## src/rtl/exec_pkg.sv

```systemverilog
// Shared micro-op encodings, branch codes, the Decode/Execute bundle layout
// and the issue controller state type.
package exec_pkg;

  localparam logic [4:0] UOP_NOP = 5'd0;
  localparam logic [4:0] UOP_ADD = 5'd1;
  localparam logic [4:0] UOP_AND = 5'd3;
  localparam logic [4:0] UOP_EOR = 5'd4;
  localparam logic [4:0] UOP_CMP = 5'd5;
  localparam logic [4:0] UOP_LSL = 5'd6;
  localparam logic [4:0] UOP_MOV = 5'd8;
  localparam logic [4:0] UOP_STR = 5'd9;
  localparam logic [4:0] UOP_LDR = 5'd10;

  localparam logic [3:0] BR_NONE = 4'b1111;
  localparam logic [3:0] BR_AL   = 4'b1110;

  localparam int UOP_W = 54;

  typedef struct packed {
    logic        num_to_rhs;
    logic [31:0] num;
    logic [3:0]  sel_p0;
    logic [3:0]  sel_p1;
    logic [3:0]  sel_in;
    logic [4:0]  uop;
    logic [3:0]  branch_cond;
  } uop_bundle_t;

  localparam uop_bundle_t UOP_BUBBLE = '{
    num_to_rhs:  1'b0,
    num:         32'd0,
    sel_p0:      4'd0,
    sel_p1:      4'd0,
    sel_in:      4'd0,
    uop:         UOP_NOP,
    branch_cond: BR_NONE
  };

  typedef enum logic [1:0] {
    ST_RUN   = 2'd0,
    ST_STALL = 2'd1,
    ST_FLUSH = 2'd2
  } issue_state_t;

endpackage

```

## src/rtl/exec_uop_fifo.sv

```systemverilog
// Small synchronous FIFO of decoded micro-op bundles; head is visible
// combinationally, clear discards all entries at the edge.
module exec_uop_fifo
  import exec_pkg::*;
#(
  parameter int DEPTH = 2
) (
  input  logic             clk,
  input  logic             rst_n,
  input  logic             push,
  input  logic             pop,
  input  logic             clear,
  input  logic [UOP_W-1:0] din,
  output logic [UOP_W-1:0] head,
  output logic             full,
  output logic             empty
);

  localparam int AW = $clog2(DEPTH);

  logic [UOP_W-1:0] mem [DEPTH];
  logic [AW:0]      wr_ptr;
  logic [AW:0]      rd_ptr;

  // Extra pointer bit distinguishes full from empty when the indices match.
  assign empty = (wr_ptr == rd_ptr);
  assign full  = (wr_ptr[AW] != rd_ptr[AW]) && (wr_ptr[AW-1:0] == rd_ptr[AW-1:0]);
  assign head  = mem[rd_ptr[AW-1:0]];

  always_ff @(posedge clk) begin
    if (!rst_n || clear) begin
      wr_ptr <= '0;
      rd_ptr <= '0;
    end else begin
      if (push && !full) wr_ptr <= wr_ptr + 1'b1;
      if (pop && !empty) rd_ptr <= rd_ptr + 1'b1;
    end
  end

  always_ff @(posedge clk) begin
    if (rst_n && !clear && push && !full) mem[wr_ptr[AW-1:0]] <= din;
  end

endmodule

```

## src/rtl/exec_issue_ctrl.sv

```systemverilog
// Issue controller between Decode and Execute: buffers micro-ops, stalls on
// load-use hazards, drains the wrong path after a taken branch.
//
//   state    | meaning
//   ---------+-----------------------------------------------------------
//   ST_RUN   | normal issue, one op per cycle when no hazard
//   ST_STALL | head depends on an in-flight LDR; bubble until ld_cnt hits 0
//   ST_FLUSH | wrong-path drain after redirect; no issue, no push
module exec_issue_ctrl
  import exec_pkg::*;
#(
  parameter int DEPTH        = 2,
  parameter int LOAD_LATENCY = 1,
  parameter int FLUSH_CYCLES = 2
) (
  input  logic        clk,
  input  logic        rst_n,
  input  logic        dec_valid,
  output logic        dec_ready,
  input  logic        dec_num_to_rhs,
  input  logic [31:0] dec_num,
  input  logic [3:0]  dec_sel_p0,
  input  logic [3:0]  dec_sel_p1,
  input  logic [3:0]  dec_sel_in,
  input  logic [4:0]  dec_uop,
  input  logic [3:0]  dec_branch_cond,
  output logic        ex_num_to_rhs,
  output logic [31:0] ex_num,
  output logic [3:0]  ex_sel_p0,
  output logic [3:0]  ex_sel_p1,
  output logic [3:0]  ex_sel_in,
  output logic [4:0]  ex_uop,
  output logic [3:0]  ex_branch_cond,
  input  logic        ex_global_disable,
  input  logic [31:0] ex_delta_instruction,
  output logic        redirect_valid,
  output logic [31:0] redirect_delta,
  output logic        busy
);

  localparam int FW = (FLUSH_CYCLES < 1) ? 1 : $clog2(FLUSH_CYCLES + 1);
  localparam int LW = (LOAD_LATENCY < 1) ? 1 : $clog2(LOAD_LATENCY + 1);

  issue_state_t     state, state_nxt;
  logic [FW-1:0]    flush_cnt, flush_cnt_nxt;
  logic [LW-1:0]    ld_cnt, ld_cnt_nxt;
  logic [3:0]       ld_dest, ld_dest_nxt;
  uop_bundle_t      ex_q, ex_nxt;
  uop_bundle_t      head, dec_bundle;
  logic [UOP_W-1:0] head_bits;
  logic             full, empty, push, pop, hazard;

  assign dec_bundle = '{
    num_to_rhs:  dec_num_to_rhs,
    num:         dec_num,
    sel_p0:      dec_sel_p0,
    sel_p1:      dec_sel_p1,
    sel_in:      dec_sel_in,
    uop:         dec_uop,
    branch_cond: dec_branch_cond
  };

  assign dec_ready = rst_n && !full && (state != ST_FLUSH);
  // A redirect in the same cycle wins: the offered op is wrong-path.
  assign push      = dec_valid && dec_ready && !ex_global_disable;
  assign head      = head_bits;
  assign busy      = !empty || (state != ST_RUN);

  // Conservative: both read ports compare even when the immediate feeds RHS.
  assign hazard = !empty && (ld_cnt != '0) && (head.uop != UOP_NOP) &&
                  ((head.sel_p0 == ld_dest) || (head.sel_p1 == ld_dest));

  exec_uop_fifo #(.DEPTH(DEPTH)) u_fifo (
    .clk   (clk),
    .rst_n (rst_n),
    .push  (push),
    .pop   (pop),
    .clear (ex_global_disable),
    .din   (dec_bundle),
    .head  (head_bits),
    .full  (full),
    .empty (empty)
  );

  always_comb begin
    state_nxt     = state;
    flush_cnt_nxt = flush_cnt;
    ld_cnt_nxt    = (ld_cnt != '0) ? ld_cnt - LW'(1) : ld_cnt;
    ld_dest_nxt   = ld_dest;
    ex_nxt        = UOP_BUBBLE;
    pop           = 1'b0;
    if (ex_global_disable) begin
      state_nxt     = ST_FLUSH;
      flush_cnt_nxt = FW'(FLUSH_CYCLES);
    end else begin
      case (state)
        ST_RUN, ST_STALL: begin
          if (hazard) begin
            state_nxt = ST_STALL;
          end else begin
            state_nxt = ST_RUN;
            if (!empty) begin
              pop    = 1'b1;
              ex_nxt = head;
              if (head.uop == UOP_LDR) begin
                ld_cnt_nxt  = LW'(LOAD_LATENCY);
                ld_dest_nxt = head.sel_in;
              end
            end
          end
        end
        ST_FLUSH: begin
          if (flush_cnt <= FW'(1)) begin
            state_nxt     = ST_RUN;
            flush_cnt_nxt = '0;
          end else begin
            flush_cnt_nxt = flush_cnt - FW'(1);
          end
        end
        default: state_nxt = ST_RUN;
      endcase
    end
  end

  always_ff @(posedge clk) begin
    if (!rst_n) begin
      state          <= ST_RUN;
      flush_cnt      <= '0;
      ld_cnt         <= '0;
      ld_dest        <= '0;
      ex_q           <= UOP_BUBBLE;
      redirect_valid <= 1'b0;
      redirect_delta <= '0;
    end else begin
      state          <= state_nxt;
      flush_cnt      <= flush_cnt_nxt;
      ld_cnt         <= ld_cnt_nxt;
      ld_dest        <= ld_dest_nxt;
      ex_q           <= ex_nxt;
      redirect_valid <= ex_global_disable;
      if (ex_global_disable) redirect_delta <= ex_delta_instruction;
    end
  end

  assign ex_num_to_rhs  = ex_q.num_to_rhs;
  assign ex_num         = ex_q.num;
  assign ex_sel_p0      = ex_q.sel_p0;
  assign ex_sel_p1      = ex_q.sel_p1;
  assign ex_sel_in      = ex_q.sel_in;
  assign ex_uop         = ex_q.uop;
  assign ex_branch_cond = ex_q.branch_cond;

endmodule

```

## config.mk

```make
export PLATFORM = sky130hd
export DESIGN_NAME = exec_issue_ctrl
export DESIGN_NICKNAME = d
export VERILOG_FILES = /design/src/rtl/exec_pkg.sv /design/src/rtl/exec_uop_fifo.sv /design/src/rtl/exec_issue_ctrl.sv
export SDC_FILE = /design/constraint.sdc
export NUM_CORES = 1
export LEC_CHECK = 0
export CAP_MARGIN = 10
export CORE_MARGIN = 2
export CORE_UTILIZATION = 35
export CTS_BUF_LIST = sky130_fd_sc_hd__clkbuf_8
export DETAILED_ROUTE_END_ITERATION = 6
export PLACE_DENSITY = 0.74
export SYNTH_ARGS = -nofsm -noshare
export SYNTH_HDL_FRONTEND = slang
export SYNTH_SLANG_ARGS = --single-unit
export TNS_END_PERCENT = 5
```

## constraint.sdc

```tcl
create_clock -name clk -period 5.75 [get_ports clk]
set_clock_uncertainty 0.15 [all_clocks]
set_input_delay 0.575 -clock clk [delete_from_list [all_inputs] [get_ports clk]]
set_output_delay 0.575 -clock clk [all_outputs]
set_load 0.005 [all_outputs]
```

# [Word level (Yosys, flattened, before mapping)]
# Memory sizes are Yosys's and may differ from the RTL's. A register that Yosys moved wholly into a read port is not among the register bits.
# Cells that the tools add are included.
[word_totals] register_bits=100 latchBits=0 ram_bits=108 mem_bits_ro=0 output_inout_bits=89 memories=1
[classes] add_sub_neg=4 multipliers=0 div=0 magnitude_cmp=1 n_eq_ne=11 shift=0 muxes=21 n_bitwise=5 n_reduce_logical=28
[memory_table] name="u_fifo.mem" depth=2 word_bits=54 read_ports=1 rd_clocked_by_memory_dff=1 wr=1 line="exec_uop_fifo.sv:21" text="logic [UOP_W-1:0] mem [DEPTH];"
[ops] op="1-bit 2-to-1 mux" count=15
[ops] op="1-bit logical AND" count=13
[ops] op="2-bit 2-to-1 mux" count=5
[ops] op="4-bit equality test" count=2
[ops] op="5-bit by 4-bit equality test with 1-bit output, second input constant" count=1
[ops] op="1-bit inverter" count=5
[ops] op="5-bit AND reduction" count=1
[ops] op="5-bit nonzero test" count=1
[ops] op="5-bit OR reduction" count=1
[ops] op="2-bit by 1-bit adder with 2-bit output, second input constant" count=2
[ops] op="1-bit zero test" count=4
[ops] op="2-bit inequality test, second input constant" count=2
[ops] op="2-bit case mux with 2 select lines" count=1
[ops] op="2-bit nonzero test" count=2
[ops] op="2-bit OR reduction" count=2
[ops] op="1-bit logical OR" count=3
[ops] op="3-bit inequality test, second input constant" count=1
[ops] op="2-bit by 1-bit equality test with 1-bit output, second input constant" count=1
[ops] op="2-bit equality test" count=1
[ops] op="2-bit equality test, second input constant" count=1
[ops] op="2-bit by 1-bit less-or-equal comparator with 1-bit output, second input constant" count=1
[ops] op="2-bit zero test" count=1
[ops] op="2-bit by 1-bit subtractor with 2-bit output, second input constant" count=1
[ops] op="1-bit equality test" count=1
[ops] op="2 further kinds" count=2

# [Logic depth before layout (Yosys ltp)]
[depth] word_depth=11 depth_mapped=9 ltp_nobuf=6

# [Cells and area by module]
# From an unflattened synthesis, not the netlist that was laid out.
[hier_totals] cells_unflattened=480 area_unflattened_um2=7440.9
[modules_own_cells] mod="exec_uop_fifo" n_inst=1 cells_each=203 area_per_inst_um2=4169.0 seq_area_each_um2=3343.2
[modules_own_cells] mod="exec_issue_ctrl" n_inst=1 cells_each=277 area_per_inst_um2=3271.9 seq_area_each_um2=1921.8

# [Least setup slack after synthesis]
# Ideal clock, no wire load.
[synth_timing] kind="input -> register" startpoint="in ex_global_disable" endpoint="mem u_fifo.mem[0][0] (enable)" setup_ps=532 arrival_ps=4910 path_slack_ps=158 path_stages=4 path_cell_list="clkbuf_1 > nand2b_1 > clkbuf_1 > nor3_1"
[synth_between] elab_chain_cells=6 word_cells_on_any_way=7
[synth_rtl] item="start: declaration" line="exec_issue_ctrl.sv:34" text="input logic ex_global_disable,"
[synth_rtl] item="1-bit zero test *" line="exec_uop_fifo.sv:41, exec_issue_ctrl.sv:65"
[synth_rtl] item="1-bit logical AND (on tied branches)" line="exec_uop_fifo.sv:41, exec_issue_ctrl.sv:65"
[synth_rtl] item="1-bit logical AND * (2 in series)" line="exec_uop_fifo.sv:41" text="if (rst_n && !clear && push && !full) mem[wr_ptr[AW-1:0]] <= din;"
[synth_rtl] item="1-bit 2-to-1 mux *" line="exec_uop_fifo.sv:41"
[synth_rtl] item="1-bit 2-to-1 mux (not written as such) *" line="exec_uop_fifo.sv:41"
[synth_rtl] item="end: declaration" line="exec_uop_fifo.sv:21"
# Every way passes the cells marked *; elsewhere a longest branch is shown, timed or not.

==> key figures <==
Status
  – Outcome: complete, no violations

Timing
  – RSZ-0062 raised after global routing: no
  – Hold Vio Cnt, Final: 0
  – Fmax: 305 MHz
  – TNS Setup: 0 ns
  – Setup violators final: 0
  – Min Tclk post-route: 3.28 ns
  – Hold_ws: 0.300 ns
  – Final cycle utilization of the critical path: 57.1%
  – Worst-margin pin slew: 1.18 ns
  – Max_slew headroom: 21.1%
  – Max Slew Vio Count: 0

Clock tree
  – Root Driver: clkbuf_8
  – CTS resizes: 0
  – Reg clk slew, reported paths: 0.06 ns
  – Postcts setup bufs: 0
  – CTS Hold Bufs: 0
  – CTS Sinks: 209
  – Clk_lat worst skew: 0.53 ns
  – CTS tree: done
  – CTS buffer count: 36
  – CTS H-Tree Depth: 2
  – Clock buffer depth: 3

Detailed routing
  – TritonRoute pass-1 iters: 4
  – Met2 Wirelength: 7020 um
  – Routed WL: 14,600 um
  – DRC Markers: 0
  – Drt via density: 4.39
  – Met3 Wirelength: 1190 um
  – Initial DRC Count: 120
  – Average wire per standard cell: 15.1 um
  – Top sig layer: met4
  – Met1 Wirelength: 5960 um
  – Vias: 4,254
  – DRT antenna net count: 0

Placement
  – DP Area: 0.00907 mm^2
  – PortBufs: 178
  – GPL Wtd Cong: 0.734
  – Detail Placement HPWL: 9130 um

Power and ir drop
  – Combinational power share: 5.7%
  – Part of the power in registers: 52.8%
  – Int Pwr: 2.41 mW
  – Pwr dens: 314 mW/mm^2
  – Max IR drop VDD: 0.194 mV
  – Total Power: 3.06 mW
  – Leak pwr: 3.47 nW
  – Clock power frac: 41.4%
  – Sw Share: 21.4%
  – Sw Pwr: 654 uW

Layout
  – Share of cells above drive strength 1: 8.25%
  – Antenna cells: 0
  – P&R area growth vs syn: 39.1%
  – Post-route cell area: 0.00976 mm^2
  – Final nets: 765

Worst setup path
  – Crit-path max FO: 63
  – CP max stage cell: dfxtp_4
  – Worst Path Arrival: 3.55 ns
  – Worst Path Required: 6.01 ns
  – Crit end category: register
  – WP depth: 7
  – Crit-path cells: mux2i_1 > xnor2_1 > nor4_1 > o21ai_1 > nand3_2 > buf_4 > a211o_1
  – CP bufs+invs: 1
  – R2r worst-path depth: 7
  – Top Family by Delay on Critical Path: flip-flops
  – Worst setup SP type: register
  – Kind of critical path: register to register
  – Crit path largest cell delay: 1.03 ns

Worst hold path
  – Hold Crit Class: register to register
  – Hold Path Depth: 1

Yosys
  – Register area share after synthesis: 75.0%
  – Yosys warnings: 0
  – Flops & latches, synth: 209
  – Synth Cell Area: 0.00702 mm^2
  – Avg Cell Area, Syn: 14.7 um^2
  – Netlist cell types: 33
  – Syn_nets: 566
  – Synth Instances: 476

Die
  – Chip width: 146 um
  – IO Pins: 179
  – Core Rows: 51
  – Die Footprint: 0.0212 mm^2
  – Starting Density: 35.8%
  – Chip height: 146 um
  – Area of the core: 0.0196 mm^2

Global route
  – Total global routing overflow: 0
  – Global-route wire length before repair: 23,200 um
  – Largest net degree at the start of global routing: 64
  – GRT Total Usage: 13.8%
  – Vias in the first global route: 4,455
  – Antenna violations before repair: 1

Job
  – MaxCap Viol Count: 0
## per-stage QoR
stage	worst slack (ns)	util (%)	instances
floorplan	0.158	-	476
global placement	2.58	46.3	902
detailed placement	2.47	46.3	902
CTS	2.46	49.8	968
global route	2.24	49.8	968
finish	2.47	49.8	968
## final timing paths
kind / startpoint / to / slack, ns
hold / removal: u_fifo.mem[1][1] / ex_branch_cond[1] / 0.30
setup / recovery: register / ex_branch_cond[3] / 2.47
hold reg to reg: u_fifo.mem[1][1] / ex_branch_cond[1] / 0.30
setup reg to reg: register / ex_branch_cond[3] / 2.47
## synth_stat cells
cell	count	share of area [%]
nor2_1	92	4.9
o21ai_1	1	0.071
nor4_2	1	0.18
edfxtp_1	108	46
nor4_1	2	0.18
mux2i_1	82	12
o21a_1	1	0.11
mux2_2	1	0.16
inv_1	4	0.21
a311oi_1	4	0.50
o211a_1	1	0.14
a21oi_1	12	0.86
and2_1	2	0.18
clkbuf_1	11	0.59
buf_2	7	0.50
nand2b_1	3	0.27
or3_1	1	0.089
or4_1	1	0.11
o31ai_1	1	0.11
a211o_1	4	0.50
buf_1	2	0.11
xnor2_1	11	1.4
xor2_1	1	0.12
dfxtp_1	101	29
nand3_2	1	0.14
nand3_1	3	0.21
nor3_1	4	0.29
nand2_1	3	0.16
a211oi_1	1	0.11
o21ai_0	1	0.071
a211oi_2	1	0.18
buf_6	2	0.32
nor2b_1	6	0.53
## metal layers
metal,track usage (%),vias up
met3,4.64,41
met2,23.5,174
met4,6.47,0
met1,15.6,1945
li1,-,2094
met5,0,-
## placed cells by master (no fill, tap or decap), types with 4 or more instances in the layout
cell type        instances
xnor2_1                 11
mux2i_1                 82
a311oi_1                 4
clkbuf_8                37
clkdlybuf4s50_1        177
buf_4                    5
nor2_1                  92
a211o_1                  4
a21oi_1                 12
dfxtp_1                100
inv_1                   23
edfxtp_1               108
nor2b_1                  6
## worst register-to-register path, stage by stage (launching register included)
cell     delay (ns)
dfxtp_4        1.03
mux2i_1        0.41
xnor2_1        0.16
nor4_1         0.09
o21ai_1        0.58
nand3_2        0.15
buf_4          0.28
a211o_1        0.31
## flip-flops by register name, summed over array words and instances, names as in the netlist, named ones only
signal,flops
u_fifo.mem,108
ex_num,32
redirect_delta,32
ex_uop,5
ex_branch_cond,4
ex_sel_in,4
ex_sel_p0,4
ex_sel_p1,4
ld_dest,4
flush_cnt,2
state,2
u_fifo.rd_ptr,2
u_fifo.wr_ptr,2
ex_num_to_rhs,1
ld_cnt,1
redirect_valid,1
## power by group through the flow
stage,Sequential [mW],Clock [mW],Combinational (mW)
floorplan,1.65,0,0.0596
global placement,1.65,0,0.173
detailed placement,1.65,0,0.177
CTS,1.62,1.31,0.178
global route,1.62,1.38,0.190
finish,1.62,1.27,0.175
## cell families (layout without fill, tap and decap cells)
logic type      count (synthesis)  after routing  share of synthesized area (%)
buf+inv                        26            253                           1.73
mux                            83             83                           11.9
compound gates                 27             27                           2.64
simple gates                  119            119                           7.26
xor+xnor                       12             12                           1.50
flops                         209            209                           75.0
## area by class of cell
class                      instances  area, um^2
inverter                           4        15.0
fill                            1736        9830
clock buffer                      37         509
clock inverter                    29         180
timing repair buffer             183        1810
multi-input combinational        241        1640
sequential                       209        5270
tap                              265         332
Power figures use the tool's default switching activity.
